`src/rtl/result_drain_fifo_if.sv`:
```
// Producer strobe and consumer handshake bundle for result_drain_fifo.
// Status flags and overflow clear also travel on this interface.
interface result_drain_fifo_if #(
  parameter int N  = 32,
  parameter int AW = 2
);
  logic          enable;
  logic [N-1:0]  a;
  logic [N-1:0]  b;
  logic          b_valid;
  logic          b_ready;
  logic [AW:0]   count;
  logic          full;
  logic          empty;
  logic          overflow;
  logic          clr_ovf;

  modport master (
    output enable, a, b_ready, clr_ovf,
    input  b, b_valid, count, full, empty, overflow
  );

  modport slave (
    input  enable, a, b_ready, clr_ovf,
    output b, b_valid, count, full, empty, overflow
  );
endinterface

```
`src/rtl/result_drain_fifo.sv`:
```
// Captures strobed FP results into a circular buffer and drains
// them in order over valid/ready, flagging words lost when full.
module result_drain_fifo #(
  parameter int N     = 32,
  parameter int DEPTH = 4,
  parameter int AW    = 2
) (
  input logic               clk,
  input logic               rst,
  result_drain_fifo_if.slave bus
);
  localparam logic [AW:0] FULL_CNT = (AW+1)'(DEPTH);

  logic [N-1:0]  mem [DEPTH];
  logic [AW-1:0] wr_ptr;
  logic [AW-1:0] rd_ptr;
  logic [AW-1:0] rd_nxt;
  logic [AW:0]   cnt;
  logic [AW:0]   cnt_nxt;
  logic [N-1:0]  head;
  logic          ovf;
  logic          is_full;
  logic          pop;
  logic          push;
  logic          drop;

  assign is_full = (cnt == FULL_CNT);
  assign pop     = (cnt != '0) & bus.b_ready;
  assign push    = bus.enable & (~is_full | pop);
  assign drop    = bus.enable & is_full & ~pop;
  assign rd_nxt  = pop ? rd_ptr + AW'(1) : rd_ptr;

  always_comb begin
    cnt_nxt = cnt;
    unique case ({push, pop})
      2'b10:   cnt_nxt = cnt + 1'b1;
      2'b01:   cnt_nxt = cnt - 1'b1;
      default: cnt_nxt = cnt;
    endcase
  end

  always_ff @(posedge clk) begin
    if (push) mem[wr_ptr] <= bus.a;
  end

  // Head is registered so it resets to 0 and holds its value once drained;
  // a word landing in the new head slot this edge bypasses the memory.
  always_ff @(posedge clk or posedge rst) begin
    if (rst) begin
      wr_ptr <= '0;
      rd_ptr <= '0;
      cnt    <= '0;
      head   <= '0;
      ovf    <= 1'b0;
    end else begin
      if (push) wr_ptr <= wr_ptr + AW'(1);
      rd_ptr <= rd_nxt;
      cnt    <= cnt_nxt;
      if (cnt_nxt != '0) begin
        if (push && wr_ptr == rd_nxt) head <= bus.a;
        else                          head <= mem[rd_nxt];
      end
      if (drop)             ovf <= 1'b1;
      else if (bus.clr_ovf) ovf <= 1'b0;
    end
  end

  assign bus.b        = head;
  assign bus.b_valid  = (cnt != '0);
  assign bus.count    = cnt;
  assign bus.full     = is_full;
  assign bus.empty    = (cnt == '0);
  assign bus.overflow = ovf;
endmodule

```
`src/flat_wrapper.sv`:
```
// flat-port wrapper written by rule: the top's interface ports become plain ports
module result_drain_fifo_flat 
#(
  parameter int N     = 32,
  parameter int DEPTH = 4,
  parameter int AW    = 2
)
  (clk, rst, bus_enable, bus_a, bus_b_ready, bus_clr_ovf, bus_b, bus_b_valid, bus_count, bus_full, bus_empty, bus_overflow);
  result_drain_fifo_if #(.N(N), .AW(AW)) bus_i ();
  input logic clk;
  input logic rst;
  input wire logic [$bits(bus_i.enable)-1:0] bus_enable;
  input wire logic [$bits(bus_i.a)-1:0] bus_a;
  input wire logic [$bits(bus_i.b_ready)-1:0] bus_b_ready;
  input wire logic [$bits(bus_i.clr_ovf)-1:0] bus_clr_ovf;
  output wire logic [$bits(bus_i.b)-1:0] bus_b;
  output wire logic [$bits(bus_i.b_valid)-1:0] bus_b_valid;
  output wire logic [$bits(bus_i.count)-1:0] bus_count;
  output wire logic [$bits(bus_i.full)-1:0] bus_full;
  output wire logic [$bits(bus_i.empty)-1:0] bus_empty;
  output wire logic [$bits(bus_i.overflow)-1:0] bus_overflow;
  assign bus_i.enable = bus_enable;
  assign bus_i.a = bus_a;
  assign bus_i.b_ready = bus_b_ready;
  assign bus_i.clr_ovf = bus_clr_ovf;
  assign bus_b = bus_i.b;
  assign bus_b_valid = bus_i.b_valid;
  assign bus_count = bus_i.count;
  assign bus_full = bus_i.full;
  assign bus_empty = bus_i.empty;
  assign bus_overflow = bus_i.overflow;
  result_drain_fifo #(.N(N), .DEPTH(DEPTH), .AW(AW)) u_core (.clk(clk), .rst(rst), .bus(bus_i));
endmodule
```
`config.mk`:
```
export PLATFORM = sky130hd
export DESIGN_NAME = result_drain_fifo_flat
export DESIGN_NICKNAME = d
export VERILOG_FILES = /design/src/rtl/result_drain_fifo_if.sv /design/src/rtl/result_drain_fifo.sv /design/src/flat_wrapper.sv
export SDC_FILE = /design/constraint.sdc
export NUM_CORES = 1
export LEC_CHECK = 0
export CORE_MARGIN = 2
export CORE_UTILIZATION = 30
export DETAILED_ROUTE_END_ITERATION = 8
export GPL_TIMING_DRIVEN = 0
export SYNTH_ARGS = -nofsm -noshare
export SYNTH_HDL_FRONTEND = slang
export SYNTH_SLANG_ARGS = --single-unit
```
`constraint.sdc`:
```
create_clock -name clk -period 5.9 [get_ports clk]
set_input_delay 0.885 -clock clk [delete_from_list [all_inputs] [get_ports clk]]
set_output_delay 0.885 -clock clk [all_outputs]
set_load 0.05 [all_outputs]
```
==> impl_metrics.env <==
export IMPL_outcome="complete, no violations"
export IMPL_synth_area_sq_mm=0.00786
export IMPL_cts_inserted_buffers=17
export IMPL_vdd_drop_max_uv=260
export IMPL_drt_initial_drc_count=317
export IMPL_ctsHtreeMaxLevel=4
export IMPL_dp_final_hpwl_microns=12800
export IMPL_grtUsageTotal_pct=14.3
export IMPL_endpoint_kind="flip-flop"
export IMPL_cap_viol_max_count=0
export IMPL_fmaxAchievable_mhz=254
export IMPL_clock_sinks=168
export IMPL_rsz0062_at_grt="no"
export IMPL_wl_microns=19300
export IMPL_period_minus_slack_ns=3.94
export IMPL_core_sq_mm=0.0259
export IMPL_startpoint_type="input port"
export IMPL_io_buffers=75
export IMPL_yosys_most_used_dff="edfxtp_1"
export IMPL_crit_buf_inv=3
export IMPL_power_density_mw_per_mm2=586
export IMPL_die_h_microns=166
export IMPL_final_nets=677
export IMPL_initial_core_util_pct=30.3
export IMPL_die_x_microns=166
export IMPL_design_die_area_sq_mm=0.0275
export IMPL_cts_root_buf="clkbuf_16"
export IMPL_p_leak_nw=3.40
export IMPL_reg2reg_from="u_core.bus.count[0]"
export IMPL_drc_errors=0
export IMPL_grt_overflow_total=0
export IMPL_vias=4941
export IMPL_ctsHoldBuffers=0
export IMPL_hold_violations=0
export IMPL_gp_congestion=0.711
export IMPL_rows=59
export IMPL_required_ns=6.26
export IMPL_slowest_delay_ns=0.59
export IMPL_critPathMaxFanout=10
export IMPL_async_flop_share_pct=23.8
export IMPL_r2r_end="u_core.bus.b[31]"
export IMPL_synth_seq_cells=168
export IMPL_wire_per_inst_microns=19.6
export IMPL_worstPathArrival_ns=4.29
export IMPL_ff2ff_setup_slack_ns=2.49
export IMPL_min_path_type="flip-flop to flip-flop"
export IMPL_area_delta_synth_final_pct=24.0
export IMPL_cts_resized=0
export IMPL_syn_instance_count=536
export IMPL_slowest_stage="clkdlybuf4s50_1"
export IMPL_whs_endpoint="u_core.bus.b[3]"
export IMPL_fin_util_pct=37.6
export IMPL_cts_setup_buffers=0
export IMPL_detail_route_first_pass_iterations=4
export IMPL_worstSkewPairLatency_ns=0.42
export IMPL_dp_slack_ns=1.54
export IMPL_hp_start="u_core.bus.b[3]"
export IMPL_crit_chain="clkdlybuf4s50_1 -> buf_2 -> nor2b_1 -> nand2_1 -> fa_1 -> o31a_1 -> o22ai_1 -> clkbuf_1 -> o21ai_0 -> o21ai_1"
export IMPL_ys_warn_count=0
export IMPL_fin_ws_ns=1.96
export IMPL_ys_seq_area_share_pct=61.7
export IMPL_reg2reg_depth=9
export IMPL_io_pins=76
export IMPL_ant_nets=0
export IMPL_slew_viol_final=0
export IMPL_clockBufferDepth=2
export IMPL_tritoncts="built"
export IMPL_fill_cells=2382
export IMPL_synth_area_per_cell_sq_um=14.7
export IMPL_setup_viol=0
export IMPL_antenna_found_initial=1
export IMPL_synth_edf_count=128
export IMPL_setup_tns_ns=0
export IMPL_relSlewSlack_pct=46.1
export IMPL_clk_pin_slew_ns=0.07
export IMPL_hold_depth=2
export IMPL_crit_family="buffers and inverters"
export IMPL_synth_distinct_cells=47
export IMPL_drive_gt1_share_pct=19.6
export IMPL_worstSetupPathType="input port to flip-flop"
export IMPL_synth_nets=578
export IMPL_worst_slew_pin_slew_ns=0.808
export IMPL_via_per_inst=5.02
export IMPL_grt_pass1_vias=5193
export IMPL_period_share_pct=66.7
export IMPL_grt_pass1_wl_microns=29900
export IMPL_finClkSkew_ns=0.00815
export IMPL_grt_start_max_net_pins=31
-- cells in the final DEF, fill, tap and decap left out, types with 5 or more instances in the layout --
cell type        instances
inv_1                    9
clkbuf_1                20
nand2_1                100
buf_2                   11
clkbuf_16               17
and3_1                  32
o21ai_1                 31
edfxtp_1               128
clkinvlp_4               6
buf_12                   5
clkbuf_2                 5
mux4_2                  62
dfrtp_1                 40
o21ai_0                 34
clkdlybuf4s50_1         75
-- cell type report --
cell class | count | area (sq um) | share of cell area (%)
sequential | 168 | 4840 | 49.7
clock inverter | 14 | 173 | 1.77
timing repair buffer | 80 | 851 | 8.73
multi-input combinational | 318 | 2800 | 28.7
inverter | 10 | 37.5 | 0.385
tap | 335 | 419 | 4.30
clock buffer | 18 | 439 | 4.51
antenna | 1 | 2.50 | 0.0257
buffer | 40 | 181 | 1.86
-- through the flow --
stage	cells	hold slack [ns]	cell area, sq um	power (mW)
floorplan	536	0.611	7860	3.76
detailed placement	951	0.479	9130	4.63
global route	984	0.511	9750	6.05
CTS	983	0.494	9740	5.77
finish	984	0.486	9750	5.71
global placement	946	0.471	9030	4.54
-- Yosys cell counts (3+ instances only) --
master | instances | area [sq um]
mux2i_1 | 4 | 40.0
inv_1 | 10 | 37.5
clkbuf_1 | 20 | 75.1
xor2_1 | 3 | 26.3
nand2_1 | 100 | 375
nor2_1 | 4 | 15.0
o21ai_1 | 31 | 155
edfxtp_1 | 128 | 3840
mux4_2 | 62 | 1400
ha_1 | 4 | 50.1
dfrtp_1 | 40 | 1000
and2_1 | 4 | 25.0
o21ai_0 | 34 | 170
and3_1 | 32 | 200
a21oi_1 | 3 | 15.0
clkbuf_2 | 5 | 25.0
buf_2 | 11 | 55.1
xnor2_1 | 4 | 35.0
-- logic make-up (layout without fill, tap and decap cells) --
group / Yosys count / after routing / synth area share, %
AND/OR/NAND/NOR: 155 / 155 / 9.09
buffers and inverters: 50 / 162 / 2.79
AO/OA/AOI/OAI: 85 / 85 / 6.50
other: 0 / 1 / 0
adder cells (fa/ha/maj): 5 / 5 / 0.892
flip-flops: 168 / 168 / 61.7
multiplexers: 66 / 66 / 18.3
XOR/XNOR: 7 / 7 / 0.780
-- registers in the layout, indices dropped and copies added (netlist names) --
name                 count
u_core.bus.b            32
u_core.bus.count         3
u_core.bus.overflow      1
u_core.mem             128
u_core.rd_ptr            2
u_core.wr_ptr            2
-- worst max-delay path by stage --
stage / start / to / depth (start not counted)
2_1_floorplan: u_core.bus.count[0] / u_core.bus.b[0] / 9
3_3_place_gp: bus_b_ready / u_core.bus.b[7] / 10
3_5_place_dp: bus_b_ready / u_core.bus.b[31] / 10
4_1_cts: bus_b_ready / u_core.bus.b[31] / 10
5_1_grt: bus_b_ready / u_core.bus.b[4] / 10
6_report: bus_b_ready / u_core.bus.b[31] / 10
-- metal layers --
metal / GRT usage [%] / part of all wire (%) / wire length (microns)
met4: 5.56 / 2.0 / 392
met5: 0 / 0 / 0
met1: 18.0 / 42 / 8120
met2: 24.4 / 51 / 9900
met3: 2.55 / 4.5 / 877
-- power breakdown --
part / internal, mW / total [mW] / leakage [nW] / switching [mW]
logic: 1.16 / 2.78 / 1.47 / 1.62
clock network: 0.679 / 1.14 / 0.280 / 0.466
registers: 1.62 / 1.79 / 1.65 / 0.161
total: 3.46 / 5.71 / 3.40 / 2.25
-- worst min-delay path: cells and delay by family (launching register included) --
kind / cells / cell delay, ns
AND/OR/NAND/NOR: 1 / 0.05
AO/OA/AOI/OAI: 1 / 0.06
flip-flops: 1 / 0.34
Note: power is estimated with default switching activity, not from simulation.
